===== config.mk =====
export PLATFORM = sky130hd
export DESIGN_NAME = csa_accumulator
export DESIGN_NICKNAME = d
export VERILOG_FILES = /design/src/rtl/csa_accumulator.sv
export SDC_FILE = /design/constraint.sdc
export NUM_CORES = 1
export LEC_CHECK = 0
export ABC_AREA = 1
export BUFFER_PORTS_ARGS = -buffer_cell sky130_fd_sc_hd__clkbuf_2
export CORE_MARGIN = 2
export CORE_UTILIZATION = 33
export DETAILED_ROUTE_END_ITERATION = 8
export PLACE_DENSITY_LB_ADDON = 0.15
export SKIP_CTS_REPAIR_TIMING = 1
export SLEW_MARGIN = 20
export SYNTH_ARGS = -nofsm -noshare
export SYNTH_HDL_FRONTEND = slang
export SYNTH_SLANG_ARGS = --single-unit

===== constraint.sdc =====
create_clock -name clk -period 5.55 [get_ports clk]
set_input_delay 0.555 -clock clk [delete_from_list [all_inputs] [get_ports clk]]
set_output_delay 0.555 -clock clk [all_outputs]
set_load 0.03 [all_outputs]

===== src/rtl/csa_accumulator.sv =====
// Carry-save multi-operand accumulator. Operands fold into a redundant (S, C)
// pair with no carry propagation; on request the pair is resolved to binary
// one CHUNK per cycle and offered on a valid/ready output.

// One bit of the 3:2 compressor. The carry into bit i comes from the
// majority of bit i-1, so the top bit's carry-out is never formed.
module csa_bit (
  input  logic a,
  input  logic b,
  input  logic x,
  input  logic a_lo,
  input  logic b_lo,
  input  logic x_lo,
  output logic s,
  output logic c
);
  assign s = a ^ b ^ x;
  assign c = (a_lo & b_lo) | (a_lo & x_lo) | (b_lo & x_lo);
endmodule

module csa_accumulator #(
  parameter int WIDTH      = 32,
  parameter int ACC_WIDTH  = 40,
  parameter int CHUNK      = 8,
  parameter int COUNT_W    = 16,
  parameter int AUTO_CLEAR = 1
) (
  input  logic                 clk,
  input  logic                 rst,
  input  logic                 in_valid,
  output logic                 in_ready,
  input  logic [WIDTH-1:0]     in_data,
  input  logic                 clear,
  input  logic                 resolve_req,
  output logic                 out_valid,
  input  logic                 out_ready,
  output logic [ACC_WIDTH-1:0] out_sum,
  output logic [COUNT_W-1:0]   out_count,
  output logic                 busy
);
  localparam int NCHUNK = ACC_WIDTH / CHUNK;
  localparam int CIDX_W = (NCHUNK > 1) ? $clog2(NCHUNK) : 1;

  typedef enum logic [1:0] {ACCUM, RESOLVE, OUTPUT} state_t;

  state_t                state_q, state_d;
  logic [ACC_WIDTH-1:0]  s_q, c_q, res_q, sum_q;
  logic [COUNT_W-1:0]    cnt_q;
  logic [CIDX_W-1:0]     idx_q;
  logic                  carry_q;

  logic [ACC_WIDTH-1:0]  s_base, c_base, x_ext, s_csa, c_csa, res_d;
  logic [COUNT_W-1:0]    cnt_base, cnt_inc;
  logic [CHUNK-1:0]      ch_sum;
  logic                  cy_d, accept, last_chunk;
  int                    base;

  assign in_ready   = (state_q == ACCUM);
  assign out_valid  = (state_q == OUTPUT);
  assign busy       = (state_q != ACCUM);
  assign out_sum    = sum_q;
  assign out_count  = cnt_q;
  assign accept     = in_valid && in_ready;
  assign last_chunk = (idx_q == CIDX_W'(NCHUNK - 1));

  // Clear is applied ahead of any same-cycle operand, so the compressor
  // sees a zeroed state when both arrive together.
  always_comb begin
    x_ext            = '0;
    x_ext[WIDTH-1:0] = in_data;
    s_base           = clear ? '0 : s_q;
    c_base           = clear ? '0 : c_q;
    cnt_base         = clear ? '0 : cnt_q;
    cnt_inc          = (cnt_base == {COUNT_W{1'b1}}) ? cnt_base : cnt_base + 1'b1;
  end

  for (genvar i = 0; i < ACC_WIDTH; i++) begin : g_csa
    if (i == 0) begin : g_lsb
      csa_bit u_bit (.a(s_base[0]), .b(c_base[0]), .x(x_ext[0]),
                     .a_lo(1'b0), .b_lo(1'b0), .x_lo(1'b0),
                     .s(s_csa[0]), .c(c_csa[0]));
    end else begin : g_bit
      csa_bit u_bit (.a(s_base[i]), .b(c_base[i]), .x(x_ext[i]),
                     .a_lo(s_base[i-1]), .b_lo(c_base[i-1]), .x_lo(x_ext[i-1]),
                     .s(s_csa[i]), .c(c_csa[i]));
    end
  end

  // Chunked carry-propagate: resolve one CHUNK of S+C per cycle, LSB first.
  always_comb begin
    base                = int'(idx_q) * CHUNK;
    {cy_d, ch_sum}      = {1'b0, s_q[base +: CHUNK]} + {1'b0, c_q[base +: CHUNK]}
                        + {{CHUNK{1'b0}}, carry_q};
    res_d               = res_q;
    res_d[base +: CHUNK] = ch_sum;
  end

  // Next-state selection; control inputs only matter in ACCUM.
  always_comb begin
    state_d = state_q;
    case (state_q)
      ACCUM:   if (resolve_req) state_d = RESOLVE;
      RESOLVE: if (last_chunk)  state_d = OUTPUT;
      OUTPUT:  if (out_ready)   state_d = ACCUM;
      default: state_d = ACCUM;
    endcase
  end

  // State register plus accumulator, resolver and result registers.
  always_ff @(posedge clk) begin
    if (rst) begin
      state_q <= ACCUM;
      s_q     <= '0;
      c_q     <= '0;
      cnt_q   <= '0;
      idx_q   <= '0;
      carry_q <= 1'b0;
      res_q   <= '0;
      sum_q   <= '0;
    end else begin
      state_q <= state_d;
      case (state_q)
        ACCUM: begin
          if (clear || accept) begin
            s_q   <= accept ? s_csa : '0;
            c_q   <= accept ? c_csa : '0;
            cnt_q <= accept ? cnt_inc : '0;
          end
          if (resolve_req) begin
            idx_q   <= '0;
            carry_q <= 1'b0;
          end
        end
        RESOLVE: begin
          res_q   <= res_d;
          carry_q <= cy_d;
          idx_q   <= idx_q + CIDX_W'(1);
          // Publish only the finished sum so out_sum never shows partials.
          if (last_chunk) begin
            sum_q <= res_d;
            idx_q <= '0;
          end
        end
        OUTPUT: begin
          if (out_ready) begin
            if (AUTO_CLEAR != 0) begin
              s_q   <= '0;
              c_q   <= '0;
              cnt_q <= '0;
            end else begin
              s_q <= sum_q;
              c_q <= '0;
            end
          end
        end
        default: ;
      endcase
    end
  end
endmodule


# Word level (Yosys, flattened, before mapping)
# Index checks and enable logic that the tools add are counted.
[totals]
register_bits = 182
in_bits = 38
out_inout_bits = 59
elab_cells = 299
[op_classes]
add_sub_neg = 5
n_eq_ne = 8
n_shift = 4
muxes = 25
n_bitwise = 239
reduce_logical = 10
[ops]
columns = ["cell", "n"]
rows = [
  ["$mux 40", 7],
  ["$pmux 40 s2", 2],
  ["$and 1x1->1", 103],
  ["$mux 16", 5],
  ["$shiftx 40x7->8", 2],
  ["$xor 1x1->1", 72],
  ["$or 1x1->1", 64],
  ["$bwmux 40", 1],
  ["$shift 8x33->40 const A", 1],
  ["$shiftx 8x33->40", 1],
  ["$neg 6->33", 1],
  ["$pmux 16 s2", 1],
  ["$add 16x1->16 const B", 1],
  ["$eq 16x16->1 const B", 1],
  ["$add 8x8->9", 1],
  ["$add 9x1->9", 1],
  ["$mux 2", 3],
  ["$mux 3", 2],
  ["$ne 2x1->1 const B", 3],
  ["$pmux 2 s3", 1],
  ["$pmux 3 s2", 1],
  ["$reduce_and 3->1", 2],
  ["$reduce_bool 2->1", 3],
  ["$reduce_and 2->1", 2],
  ["other kinds (10)", 10],
]

# Depth between registers and ports, before layout
[depth]
word_depth = 7
depth_mapped = 19
ltp_nobuf = 18

# Cells and area by module
# A second synthesis with hierarchy kept.
[hier_totals]
hier_cells = 1950
hier_area_um2 = 11409.7
[by_module_without_submodules]
columns = ["module", "n_inst", "cells_per_inst", "area_per_inst_um2", "seq_area_each_um2"]
rows = [
  ["csa_accumulator", 1, 1470, 9507.9, 3643.5],
  ["csa_bit", 40, 12, 47.5, 0.0],
]

# Worst setup path before layout
# OpenSTA, ideal clock, no wires.
[synth_path]
path_kind = "register to register"
startpoint = "reg idx_q[0]"
endpoint = "reg res_q[28]"
setup_ns = 0.056
arrival_ns = 2.571
required_time_ns = 5.494
slack_ns = 2.923
stages_incl_launch_ff = 20
n_path_buf = 1
period_less_slack_ns = 2.627
cell_sequence = "dfxtp_1 > buf_4 > inv_2 > nand2_2 > inv_2 > nand2_1 > o21ai_0 > fa_1 > inv_1 > fa_1 > inv_1 > nand3_1 > nand2_1 > xor2_1 > inv_1 > nor2_1 > nand2_1 > nand3_1 > nand2_1 > inv_1"
[synth_via]
elab_chain_len = 5
elab_cells_between_ends = 8
cone_classes = "add/sub: 3; shift: 4; mux: 1"
[synth_lines]
columns = ["element", "line_no", "rtl"]
rows = [
  ["from (decl)", "49", "logic [CIDX_W-1:0] idx_q;"],
  ["from (signal assigned)", "137", "idx_q <= idx_q + CIDX_W'(1);"],
  ["$shiftx 40x7->8", "92", "{cy_d, ch_sum} = {1'b0, s_q[base +: CHUNK]} + {1'b0, c_q[base +: CHUNK]}"],
  ["$add 8x8->9", "92", ""],
  ["$add 9x1->9", "93", "+ {{CHUNK{1'b0}}, carry_q};"],
  ["$shiftx 8x33->40", "95", "res_d[base +: CHUNK] = ch_sum;"],
  ["$bwmux 40 (*)", "95", ""],
  ["to (signal assigned)", "135", "res_q <= res_d;"],
  ["to (decl)", "47", "logic [ACC_WIDTH-1:0] s_q, c_q, res_q, sum_q;"],
]
# Mark *: on every way between the ends. The rest lies on a longest branch, timed or not.
# A chain may end at the register's enable or synchronous reset.

# Worst setup path after layout
[layout_path]
startpoint = "reg idx_q[0]"
endpoint = "reg sum_q[38], in the netlist out_sum[38]"
[layout_via]
elab_chain_len = 5
elab_cells_between_ends = 10
cone_classes = "add/sub: 3; eq/ne: 1; shift: 4; mux: 1; reduce/logical: 1"
[layout_lines]
columns = ["element", "line_no", "rtl"]
rows = [
  ["$shiftx 40x7->8", "92", ""],
  ["$add 8x8->9", "92", ""],
  ["$add 9x1->9", "93", ""],
  ["$shiftx 8x33->40", "95", ""],
  ["$bwmux 40", "95", ""],
  ["to (signal assigned)", "140", "sum_q <= res_d;"],
  ["to (decl)", "47", ""],
]
# Several ways; a longest one is shown, not always the timed one.

==> impl_metrics.env <==
export IMPL_status="finished, final reports clean"
export IMPL_post_route_period_util_pct=65.4
export IMPL_dieArea_um2=32800
export IMPL_wl_per_cell_um=14.9
export IMPL_drtIter0Drc=528
export IMPL_synth_area_um2=10300
export IMPL_synth_edf_count=0
export IMPL_p_per_area_nw_per_um2=249
export IMPL_muxShareOfSynthArea_pct=0
export IMPL_fin_nets=1627
export IMPL_crit_fanout=57
export IMPL_synth_area_leader_cell="dfxtp_1"
export IMPL_required_ns=5.89
export IMPL_drive_above_1_share_pct=12.4
export IMPL_ir_worst_vdd_mv=0.211
export IMPL_synthXorXnorAreaFrac_pct=0.763
export IMPL_synth_top_flop_cell="dfxtp_1"
export IMPL_vias_per_cell=4.80
export IMPL_skew_ns=0.0172
export IMPL_tritoncts="built"
export IMPL_grt_max_degree=87
export IMPL_async_flop_share_pct=0
export IMPL_clock_latency_ns=0.45
export IMPL_synth_compound_area_share_pct=18.4
export IMPL_overflow=0
export IMPL_final_setup_tns_ns=0
export IMPL_yosys_warnings=0
export IMPL_fin_ws_ns=1.92
export IMPL_synth_top_cells_by_area="dfxtp_1, nand2_1, inv_1"
export IMPL_synth_top_family_by_area="simple AND/OR/NAND/NOR gates"
export IMPL_max_freq_mhz=275
export IMPL_dieWidth_um=181
export IMPL_dr_pass1_iters=7
export IMPL_clockRootBuffer="clkbuf_16"
export IMPL_yosys_area_share_simple_pct=23.2
export IMPL_area_delta_synth_final_pct=11.6
export IMPL_clockBufferDepth=2
export IMPL_clk_pin_slew_ns=0.07
export IMPL_slew_headroom_pct=31.2
export IMPL_dp_hpwl_um=19700
export IMPL_cts_sinks=181
export IMPL_ys_ff_latch=181
export IMPL_critical_path_class="reg2reg"
export IMPL_crit_path_end_kind="flop"
export IMPL_syn_nets=1586
export IMPL_detail_route_antenna_nets=0
export IMPL_rsz0062_at_grt="no"
export IMPL_critPathLaunchType="flop"
export IMPL_antenna_found_initial=0
export IMPL_placed_cell_area_um2=11000
export IMPL_fp_dieH_um=181
export IMPL_synth_top_cell_area_share_pct=35.1
export IMPL_std_cell_rows=64
export IMPL_worst_pin_slew_ns=1.03
export IMPL_yosys_area_share_adder_pct=9.18
export IMPL_grt_pass1_vias=8699
export IMPL_maxCapViolCount=0
export IMPL_synth_most_common_cell="nand2_1"
export IMPL_initial_utilization_pct=33.6
export IMPL_synthCells=1492
export IMPL_wirelength_um=28900
export IMPL_place_congestion=0.863
export IMPL_grt_pass1_wl_um=47200
export IMPL_seq_area_frac_synth_pct=35.1
export IMPL_ios=97
export IMPL_route_detailed_drc=0
export IMPL_grt_total_usage_pct=18.0
export IMPL_final_max_slew_violation_count=0
export IMPL_core_um2=30700
export IMPL_finalInstanceArea_um2=11500
export IMPL_ys_top_cells_by_count="nand2_1, inv_1, dfxtp_1"
export IMPL_synth_cell_types=40
export IMPL_htree_levels=4
export IMPL_avgSynthCellArea_um2=6.93
export IMPL_io_buffers=96
export IMPL_vias=9326
export IMPL_pre_cts_ws_ns=1.95
export IMPL_numCtsBuffers=17
export IMPL_leakagePower_nw=5.01
export IMPL_antenna_cells=0
export IMPL_fin_total_pwr_mw=2.87
export IMPL_period_minus_slack_ns=3.63
export IMPL_hp_class="in2reg"
export IMPL_setup_viol=0
export IMPL_hold_viol=0
export IMPL_crit_arrival_ns=3.97
==> flip-flops by register name, indices dropped and copies added, names as in the netlist <==
register   cells
c_q           39
carry_q        1
idx_q          3
out_count     16
out_sum       40
res_q         40
s_q           40
state_q        2
==> critical path, stage by stage, from the launching register on <==
cell and delay (ns):
dfxtp_2 0.90, inv_2 0.31, nand2_2 0.18, inv_2 0.10
nand2_1 0.20, o21ai_0 0.16, fa_1 0.43, inv_1 0.08
fa_1 0.19, inv_1 0.05, nand3_1 0.06, nand2_1 0.10
nand2_1 0.09, nand3b_1 0.22, nand3_1 0.20, o211ai_1 0.12
nand2_1 0.10, inv_1 0.04
==> layout by cell type, fill, tap and decap left out, types with 2 or more instances in the layout <==
cell	netlist	layout
nand3_2	2	2
inv_4	1	2
o21a_1	23	23
o21ai_1	4	4
o21bai_1	16	16
clkbuf_1	49	2
inv_6	0	2
o211ai_1	19	19
nand4_1	10	10
inv_2	4	4
clkbuf_2	0	95
nand2_1	320	318
o21ai_0	91	91
nand3_4	2	2
nor2_4	4	5
nor3_1	2	2
a31oi_1	6	6
nor2_2	3	3
xor2_1	7	7
or2_2	31	31
clkbuf_16	0	17
dfxtp_1	181	180
buf_4	4	9
xnor2_1	2	2
clkinvlp_4	0	6
ha_1	23	23
inv_1	263	263
nor2_1	117	116
clkinv_2	1	4
nand3_1	58	58
fa_1	33	33
a21oi_1	136	136
a22oi_1	3	3
nand2_2	4	6
o22ai_1	38	38
==> path summary, 6_finish.rpt <==
check	end	slack, ns	start	cells past startpoint
hold / removal	state_q[1]	0.44	out_ready	4
setup reg to reg	out_sum[38]	1.92	idx_q[0]	17
setup / recovery	out_sum[38]	1.92	idx_q[0]	17
hold reg to reg	s_q[33]	0.46	s_q[33]	2
==> metrics by stage <==
step / instances / hold WS (ns) / utilization [%]
after global placement: 1910 / 0.450 / 35.8
after global routing: 1941 / 0.447 / 37.5
final: 1941 / 0.440 / 37.5
after floorplan: 1492 / 0.440 / -
after detailed placement: 1910 / 0.452 / 35.8
after CTS: 1941 / 0.407 / 37.5
==> per-layer routing <==
metal | routed length, µm | global-route usage [%] | up-vias
li1 | - | - | 4770
met5 | 0 | 0 | -
met4 | 261 | 4.20 | 0
met3 | 1180 | 3.16 | 19
met2 | 13300 | 28.6 | 173
met1 | 14200 | 25.3 | 4364
==> report_power, final <==
| part | switching, mW | leakage (nW) | internal, mW | total, mW |
|---|---|---|---|---|
| clock network | 0.562 | 0.237 | 0.569 | 1.13 |
| registers | 0.0282 | 1.47 | 1.34 | 1.37 |
| logic | 0.260 | 3.31 | 0.111 | 0.371 |
==> logic make-up (layout without fill, tap and decap cells) <==
family | count (synthesis) | in the layout
compound gates | 338 | 338
buf+inv | 351 | 404
xor+xnor | 9 | 9
flops | 181 | 181
simple gates | 557 | 557
fa+ha+maj | 56 | 56
==> area by class of cell <==
cell class,instances,area (µm²)
well taps,396,495
fillers,3370,19200
multi-input cells,960,5340
inverters,269,1010
flip-flops and latches,181,3620
clock inverters,12,82.6
repair buffers,104,543
clock buffers,19,433
Note: power is estimated with default switching activity, not from simulation.
